[src/rtl/sseg_sched_pkg.sv]
// Shared types and constants for the seven-segment scan scheduler.
package sseg_sched_pkg;

  typedef enum logic {ST_DEAD = 1'b0, ST_ON = 1'b1} slot_state_t;

  localparam int NUM_DIGITS = 8;
  localparam int DIGIT_W    = 4;

  typedef logic [DIGIT_W-1:0] nibble_t;

  function automatic nibble_t get_nibble(input logic [NUM_DIGITS*DIGIT_W-1:0] word,
                                         input logic [2:0] idx);
    return word[idx*DIGIT_W +: DIGIT_W];
  endfunction

endpackage

[src/rtl/sseg_lz_mask.sv]
// Leading-zero mask: digit i is blanked when blanking is enabled and nibbles i..7 are all zero.
module sseg_lz_mask
  import sseg_sched_pkg::*;
(
  input  logic [NUM_DIGITS*DIGIT_W-1:0] shadow,
  input  logic                          blank_lz,
  output logic [NUM_DIGITS-1:0]         lz
);

  // Digit 0 always shows, so its own nibble never influences the mask.
  logic unused_low;
  assign unused_low = ^shadow[DIGIT_W-1:0];

  assign lz[0] = 1'b0;

  for (genvar gi = 1; gi < NUM_DIGITS; gi++) begin : g_lz
    assign lz[gi] = blank_lz && (shadow[NUM_DIGITS*DIGIT_W-1:gi*DIGIT_W] == '0);
  end

endmodule

[src/rtl/sseg_scan_scheduler.sv]
// Eight-digit seven-segment scan scheduler: slot timing, dead time, PWM, masking,
// leading-zero blanking and frame-synchronous value loading.
module sseg_scan_scheduler
  import sseg_sched_pkg::*;
#(
  parameter int TICKS_PER_DIGIT = 100_000,
  parameter int DEAD_TICKS      = 1_000,
  parameter int NUM_DIGITS      = 8
) (
  input  logic                    clk,
  input  logic                    rst,
  input  logic [31:0]             hex_in,
  input  logic                    load,
  input  logic [NUM_DIGITS-1:0]   digit_en,
  input  logic                    blank_lz,
  input  logic [3:0]              brightness,
  output logic [2:0]              anode_index,
  output logic [3:0]              hex_out,
  output logic                    is_led_on,
  output logic                    frame_done
);

  localparam int CNT_W = $clog2(TICKS_PER_DIGIT);
  localparam int IDX_W = $clog2(NUM_DIGITS);
  localparam logic [CNT_W-1:0] LAST_CNT   = CNT_W'(TICKS_PER_DIGIT - 1);
  localparam logic [CNT_W-1:0] DEAD_CNT   = CNT_W'(DEAD_TICKS);
  localparam logic [IDX_W-1:0] LAST_DIGIT = IDX_W'(NUM_DIGITS - 1);

  logic [CNT_W-1:0] slot_cnt_reg, slot_cnt_next;
  logic [IDX_W-1:0] digit_reg, digit_next;
  slot_state_t      state_reg, state_next;
  logic [31:0]      shadow_reg, shadow_next;
  logic [31:0]      pending_reg, pending_next;
  logic             pending_valid_reg, pending_valid_next;
  logic             frame_end;

  logic [NUM_DIGITS-1:0] lz_next;
  logic [3:0]            on_phase;
  nibble_t               hex_next;
  logic                  led_next;
  logic                  frame_done_next;

  logic [2:0] anode_reg;
  nibble_t    hex_reg;
  logic       led_reg;
  logic       frame_done_reg;

  always_comb begin
    frame_end     = (slot_cnt_reg == LAST_CNT) && (digit_reg == LAST_DIGIT);
    slot_cnt_next = slot_cnt_reg + 1'b1;
    digit_next    = digit_reg;
    if (slot_cnt_reg == LAST_CNT) begin
      slot_cnt_next = '0;
      digit_next    = (digit_reg == LAST_DIGIT) ? '0 : digit_reg + 1'b1;
    end
  end

  // A load landing on the boundary cycle bypasses pending and goes straight to shadow.
  always_comb begin
    shadow_next        = shadow_reg;
    pending_next       = pending_reg;
    pending_valid_next = pending_valid_reg;
    if (load) pending_next = hex_in;
    if (frame_end) begin
      pending_valid_next = 1'b0;
      if (load)                   shadow_next = hex_in;
      else if (pending_valid_reg) shadow_next = pending_reg;
    end else if (load) begin
      pending_valid_next = 1'b1;
    end
  end

  always_ff @(posedge clk or posedge rst) begin
    if (rst) begin
      slot_cnt_reg      <= '0;
      digit_reg         <= '0;
      shadow_reg        <= '0;
      pending_reg       <= '0;
      pending_valid_reg <= 1'b0;
    end else begin
      slot_cnt_reg      <= slot_cnt_next;
      digit_reg         <= digit_next;
      shadow_reg        <= shadow_next;
      pending_reg       <= pending_next;
      pending_valid_reg <= pending_valid_next;
    end
  end

  always_ff @(posedge clk or posedge rst) begin
    if (rst) state_reg <= ST_DEAD;
    else     state_reg <= state_next;
  end

  always_comb begin
    state_next = (slot_cnt_next < DEAD_CNT) ? ST_DEAD : ST_ON;
  end

  sseg_lz_mask u_lz_mask (
    .shadow   (shadow_next),
    .blank_lz (blank_lz),
    .lz       (lz_next)
  );

  // Outputs are computed from next-cycle state so the flops line up with slot_cnt_reg.
  always_comb begin
    on_phase        = 4'(slot_cnt_next - DEAD_CNT);
    hex_next        = get_nibble(shadow_next, 3'(digit_next));
    led_next        = (state_next == ST_ON) && digit_en[digit_next] && !lz_next[digit_next]
                      && (on_phase <= brightness);
    frame_done_next = (slot_cnt_next == LAST_CNT) && (digit_next == LAST_DIGIT);
  end

  always_ff @(posedge clk or posedge rst) begin
    if (rst) begin
      anode_reg      <= '0;
      hex_reg        <= '0;
      led_reg        <= 1'b0;
      frame_done_reg <= 1'b0;
    end else begin
      anode_reg      <= 3'(digit_next);
      hex_reg        <= hex_next;
      led_reg        <= (state_reg == ST_DEAD || state_reg == ST_ON) && led_next;
      frame_done_reg <= frame_done_next;
    end
  end

  assign anode_index = anode_reg;
  assign hex_out     = hex_reg;
  assign is_led_on   = led_reg;
  assign frame_done  = frame_done_reg;

endmodule
[config.mk]
export PLATFORM = sky130hd
export DESIGN_NAME = sseg_scan_scheduler
export DESIGN_NICKNAME = d
export VERILOG_FILES = /design/src/rtl/sseg_sched_pkg.sv /design/src/rtl/sseg_lz_mask.sv /design/src/rtl/sseg_scan_scheduler.sv
export SDC_FILE = /design/constraint.sdc
export NUM_CORES = 1
export LEC_CHECK = 0
export BUFFER_PORTS_ARGS = -buffer_cell sky130_fd_sc_hd__buf_2
export CAP_MARGIN = 20
export CORE_MARGIN = 1
export CORE_UTILIZATION = 46
export CTS_BUF_LIST = sky130_fd_sc_hd__clkbuf_8
export DETAILED_ROUTE_END_ITERATION = 12
export PLACE_DENSITY = 0.67
export SYNTH_ARGS = -nofsm -noshare
export SYNTH_HDL_FRONTEND = slang
export SYNTH_SLANG_ARGS = --single-unit
[constraint.sdc]
create_clock -name clk -period 2.6 [get_ports clk]
set_input_delay 0.13 -clock clk [delete_from_list [all_inputs] [get_ports clk]]
set_output_delay 0.13 -clock clk [all_outputs]
set_load 0.1 [all_outputs]
======== Word level (Yosys, flattened, before mapping) ========
Index checks and enable logic that the tools add are counted.
word-level totals
  register bits ........................... 91
  input bits .............................. 48
  output and inout bits ................... 9
  logic and storage cells ................. 53
operators by class
  add/sub/neg operators ................... 3
  $lt $le $gt $ge ......................... 3
  equality and inequality tests ........... 4
  shift operators ......................... 1
  mux-type cells .......................... 13
  reductions and logical operators ........ 21
operators with widths
  cell                                                           number
  two-way mux 32 bit                                             3
  equality test 17 bit (second input constant)                   2
  variable part select 32 x 6 -> 4 bit                           1
  logical NOT 28 bit                                             1
  logical NOT 24 bit                                             1
  logical NOT 20 bit                                             1
  adder 17 x 1 -> 17 bit (second input constant)                 1
  less-than comparator 17 x 10 -> 1 bit (second input constant)  1
  two-way mux 17 bit                                             1
  logical NOT 16 bit                                             1
  logical AND 1 bit                                              12
  logical NOT 12 bit                                             1
  logical NOT 8 bit                                              1
  binary-select mux 1 bit (select 3 bit)                         2
  equality test 3 bit (second input constant)                    2
  two-way mux 3 bit                                              2
  two-way mux 1 bit                                              5
  less-or-equal comparator 4 bit                                 1
  logical NOT 4 bit                                              1
  less-than comparator 3 x 4 -> 1 bit (second input constant)    1
  subtractor 4 bit (second input constant)                       1
  adder 3 x 1 -> 3 bit (second input constant)                   1
  nonzero test 2 bit                                             1
  logical NOT 1 bit                                              1

======== Longest topological paths before layout ========
  word-level depth ........................ 10
  gate-level depth with buffers ........... 13
  gate-level depth less buffers ........... 12

======== By module ========
A second synthesis with hierarchy kept.
unflattened totals
  cells, all modules ...................... 405
  area total of the unflattened synthesis .. 4613.2 um^2
modules (own cells, without submodules)
  module               instances  cells each  area each (um^2)  seq. area each (um^2)
  sseg_scan_scheduler  1          387         4466.8            2277.2
  sseg_lz_mask         1          18          146.4             0.0

======== Worst setup path before layout ========
OpenSTA, ideal clock, no wires.
  path kind ............................... reg2reg
  start ................................... reg anode_index[0] (netlist name)
  end ..................................... reg led_reg (netlist: is_led_on)
  library setup time ...................... 0.140 ns
  arrival ................................. 2.920 ns
  required time ........................... 2.460 ns
  slack ................................... -0.459 ns
  stages on the path, launching flop included .. 10
  period minus slack after synthesis ...... 3.059 ns
  cell sequence ........................... dfrtp_1 > ha_1 > ha_1 > and3_1 > buf_2 > mux2i_1 > nand2_1 > o41ai_1 > a21o_1 > a41oi_2
RTL lines
  item                  RTL line                    source
  to (signal assigned)  sseg_scan_scheduler.sv:122  led_reg <= (state_reg == ST_DEAD || state_reg == ST_ON) && led_next;
  to (decl)             sseg_scan_scheduler.sv:45   logic led_reg;

======== Worst setup path in the final report ========
  start ................................... reg slot_cnt_reg[12]
  end ..................................... reg led_reg (netlist: is_led_on)
on the way
  elaborated cells on any way between the ends .. 32
  those cells by class .................... 2 x add/sub; 2 x order compare; 1 x eq/ne; 8 x mux; 19 x reduce/logical
RTL lines
  item                            RTL line                    source
  from (decl)                     sseg_scan_scheduler.sv:29   logic [CNT_W-1:0] slot_cnt_reg, slot_cnt_next;
  from (signal assigned)          sseg_scan_scheduler.sv:81   slot_cnt_reg <= slot_cnt_next;
  equality test 17 bit            sseg_scan_scheduler.sv:52   if (slot_cnt_reg == LAST_CNT) begin
  two-way mux 17 bit              sseg_scan_scheduler.sv:52
  subtractor 4 bit                sseg_scan_scheduler.sv:106  on_phase = 4'(slot_cnt_next - DEAD_CNT);
  via on_phase[1]                 sseg_scan_scheduler.sv:38   logic [3:0] on_phase;
  less-or-equal comparator 4 bit  sseg_scan_scheduler.sv:109  && (on_phase <= brightness);
  logical AND 1 bit               sseg_scan_scheduler.sv:109
  via led_next                    sseg_scan_scheduler.sv:40   logic led_next;
The timed path passes the listed nets, and every way through them passes these cells. The select of a mux whose other input is x is not followed.
A chain may end at the register's enable or synchronous reset.

==> results.json <==
{
  "status": "finished, violations left",
  "violations": "negative setup slack",
  "wire_per_inst_um": 16.97,
  "fin_crit_sh": 1.022,
  "whs_path_depth": 2,
  "hold_class": "input pin to flip-flop",
  "synth-xor-area-share": 0.02874,
  "worstSetupStartpoint": "slot_cnt_reg[12]",
  "power_leakage_nw": 2.779,
  "pre_cts_ws_ns": -0.07932,
  "detailed_place_hpwl_mm": 8.435,
  "synthMuxAreaShare": 0.1502,
  "insertion_delay_ns": 0.37,
  "grt_max_degree": 31,
  "placed_cell_area_um2": 5326,
  "max_freq_mhz": 376.4,
  "drtPass1Iterations": 5,
  "r2r_cells": 13,
  "cp_max_fo": 5,
  "hold_end": "pending_reg[1]",
  "grt_pass1_wl_mm": 18.07,
  "overflow": 0,
  "required_ns": 2.89,
  "synth_edf_count": 0,
  "gp_congestion": 0.9229,
  "synth_fp_nets": 468,
  "r2r-end": "is_led_on",
  "layout-drive-gt1-share": 0.4057,
  "r2r_slack_ns": -0.06,
  "clockRootBuffer": "clkbuf_8",
  "synth-simple-area-share": 0.1527,
  "worst_pin_slew_ns": 0.6670,
  "nNetsFinal": 575,
  "via_per_inst": 5.517,
  "vdd_drop_max_mv": 0.2323,
  "die_w_um": 101.7,
  "max-cap-violations": 0,
  "ys_warn_count": 0,
  "setup-violations-final": 1,
  "power_density_nw_per_um2": 466.3,
  "synth-compound-area-share": 0.1166,
  "synth_top_family_by_area": "simple AND/OR/NAND/NOR gates",
  "die_area_um2": 10340,
  "num_vias": 3630,
  "ys_ff_latch": 91,
  "cts_buffer_depth": 2,
  "max_stage_delay_ns": 0.41,
  "critPathLaunchType": "flip-flop",
  "start_util": 0.4721,
  "diodes": 0,
  "layout_commonest_cell": "dfrtp_1",
  "coreArea_um2": 9684,
  "min_period_ns": 2.657,
  "slew_headroom": 0.5544,
  "cts_tree": "built",
  "drt_wl_total_mm": 11.17,
  "synthTopCellsByArea": "dfrtp_1 (50%), mux2_2 (12%), mux2i_1 (2.6%)",
  "synthAdderAreaFrac": 0.01916,
  "mostFrequentLayoutCells": "dfrtp_1 (88), buf_2 (56), buf_4 (53)",
  "synth_cell_types": 56,
  "synth_area_per_cell_um2": 11.07,
  "worstHoldStart": "hex_in[1]",
  "cts_sinks": 91,
  "ant_nets": 0,
  "drt_iter0_markers": 165,
  "portBuffers": 56,
  "crit_chain": "or3_4 > nor4_4 > buf_4 > nand2_4 > and2_4 > ha_4 > nor2b_4 > o21ai_2 > nand2b_1 > a21oi_2 > a41oi_2 > a211o_1 > a41oi_2",
  "drt_drc_violations_left": 0,
  "cpMostUsedCell": "a41oi_2",
  "die_h_um": 101.7,
  "grt.total_usage": 0.2330,
  "num_rows": 36,
  "synth_top_area_share": 0.4981,
  "slew_viol_final": 0,
  "ios": 57,
  "hold_viol": 0,
  "syn_area_um2": 4572,
  "syn_inst": 413,
  "antenna_found_initial": 0,
  "tns_ns": -0.05701,
  "place_inst": 633,
  "crit_path_top_delay_cell": "or3_4",
  "clkTransAtPathRegs_ns": 0.09,
  "worstPathArrival_ns": 2.95,
  "async_flop_share": 1.000,
  "hold_slack_ns": 0.01662,
  "grt_setup_unrepaired": "true",
  "synth-main-ff-cell": "dfrtp_1",
  "fin_cells": 658,
  "fin_skew_ns": 0.01268,
  "synth_top_area_cell": "dfrtp_1",
  "r2r_start": "slot_cnt_reg[12]",
  "h-tree-depth": 3,
  "cts_buffers": 9,
  "crit_type": "flip-flop to flip-flop",
  "ys_seq_area_frac": 0.4981,
  "syn2layout_area_growth_pct": 25.18,
  "worst_slack_ns": -0.05701,
  "cp-end-kind": "flip-flop",
  "first_global_vias": 3735,
  "final_cell_area_um2": 5723
}
==> layer usage <==
metal | global-route usage | up-vias | wire, µm
met5 | 0 | - | 0
met2 | 0.3540 | 117 | 5148
met1 | 0.3239 | 1759 | 5145
met3 | 0.03934 | 23 | 598
met4 | 0.1137 | 0 | 274
li1 | - | 1731 | -
==> logic make-up (layout without fill, tap and decap cells) <==
logic type | Yosys count | count (layout)
compound gates | 74 | 74
xor+xnor | 15 | 15
fa+ha+maj | 7 | 7
buf+inv | 36 | 148
flops | 91 | 91
mux | 62 | 62
simple gates | 128 | 128
==> where the power goes <==
group,internal (mW),total [mW],leakage (nW),switching (mW)
Combinational,0.0959,0.198,1.49,0.102
Sequential,1.46,1.48,1.18,0.0172
Clock,0.492,0.991,0.110,0.498
Total,2.05,2.67,2.78,0.618
==> through the flow <==
step	power (mW)	utilization
2_1_floorplan	1.615	-
3_3_place_gp	1.694	0.5500
3_5_place_dp	1.701	0.5500
4_1_cts	2.692	0.5770
5_1_grt	2.783	0.5910
6_report	2.669	0.5910
==> how the worst max path moves through the flow <==
| stage | end | slack, ns | depth (start not counted) |
|---|---|---|---|
| after global placement | is_led_on | -0.05 | 9 |
| after floorplan | is_led_on | -0.09 | 12 |
| after CTS | is_led_on | 0.004 | 10 |
| after global routing | is_led_on | -0.11 | 13 |
| after detailed placement | is_led_on | -0.08 | 12 |
| final | is_led_on | -0.06 | 13 |
==> Yosys cell counts (all sizes together) (3+ instances only) <==
cell type,n
a211oi,11
a21o,5
a21oi,9
a32oi,6
and2,11
and3,6
buf,10
clkbuf,8
dfrtp,91
ha,7
inv,17
mux2,50
mux2i,12
nand2,30
nand2b,3
nand3,19
nand4,4
nor2,21
nor3,8
nor4,14
o211ai,4
o21ai,10
o22ai,11
o31ai,3
xnor2,9
xor2,6
==> area by class of cell <==
type	instances	area, µm²
sequential	91	2281
clock buffer	11	151.4
clock inverter	5	52.55
inverter	18	71.32
timing repair buffer	114	742.0
tap	133	166.4
fill	790	3961
multi-input combinational	286	2258
==> what timing repair did <==
action	CTS	global route
hold buffers	1	0
hold endpoints to repair	27	0
setup endpoints to repair	5	6
setup buffers	3	5
cloned	0	0
gates resized for setup	5	16
pin swaps	6	6
==> worst max-delay path, delay by kind of cell, from the launching register on <==
family,cells,cell delay (ns)
AOI/OAI and AO/OA,5,0.80
adders and majority gates,1,0.22
buffers and inverters,1,0.18
DFF,1,0.39
and+or+nand+nor,6,1.02
(Power assumes the default switching activity.)
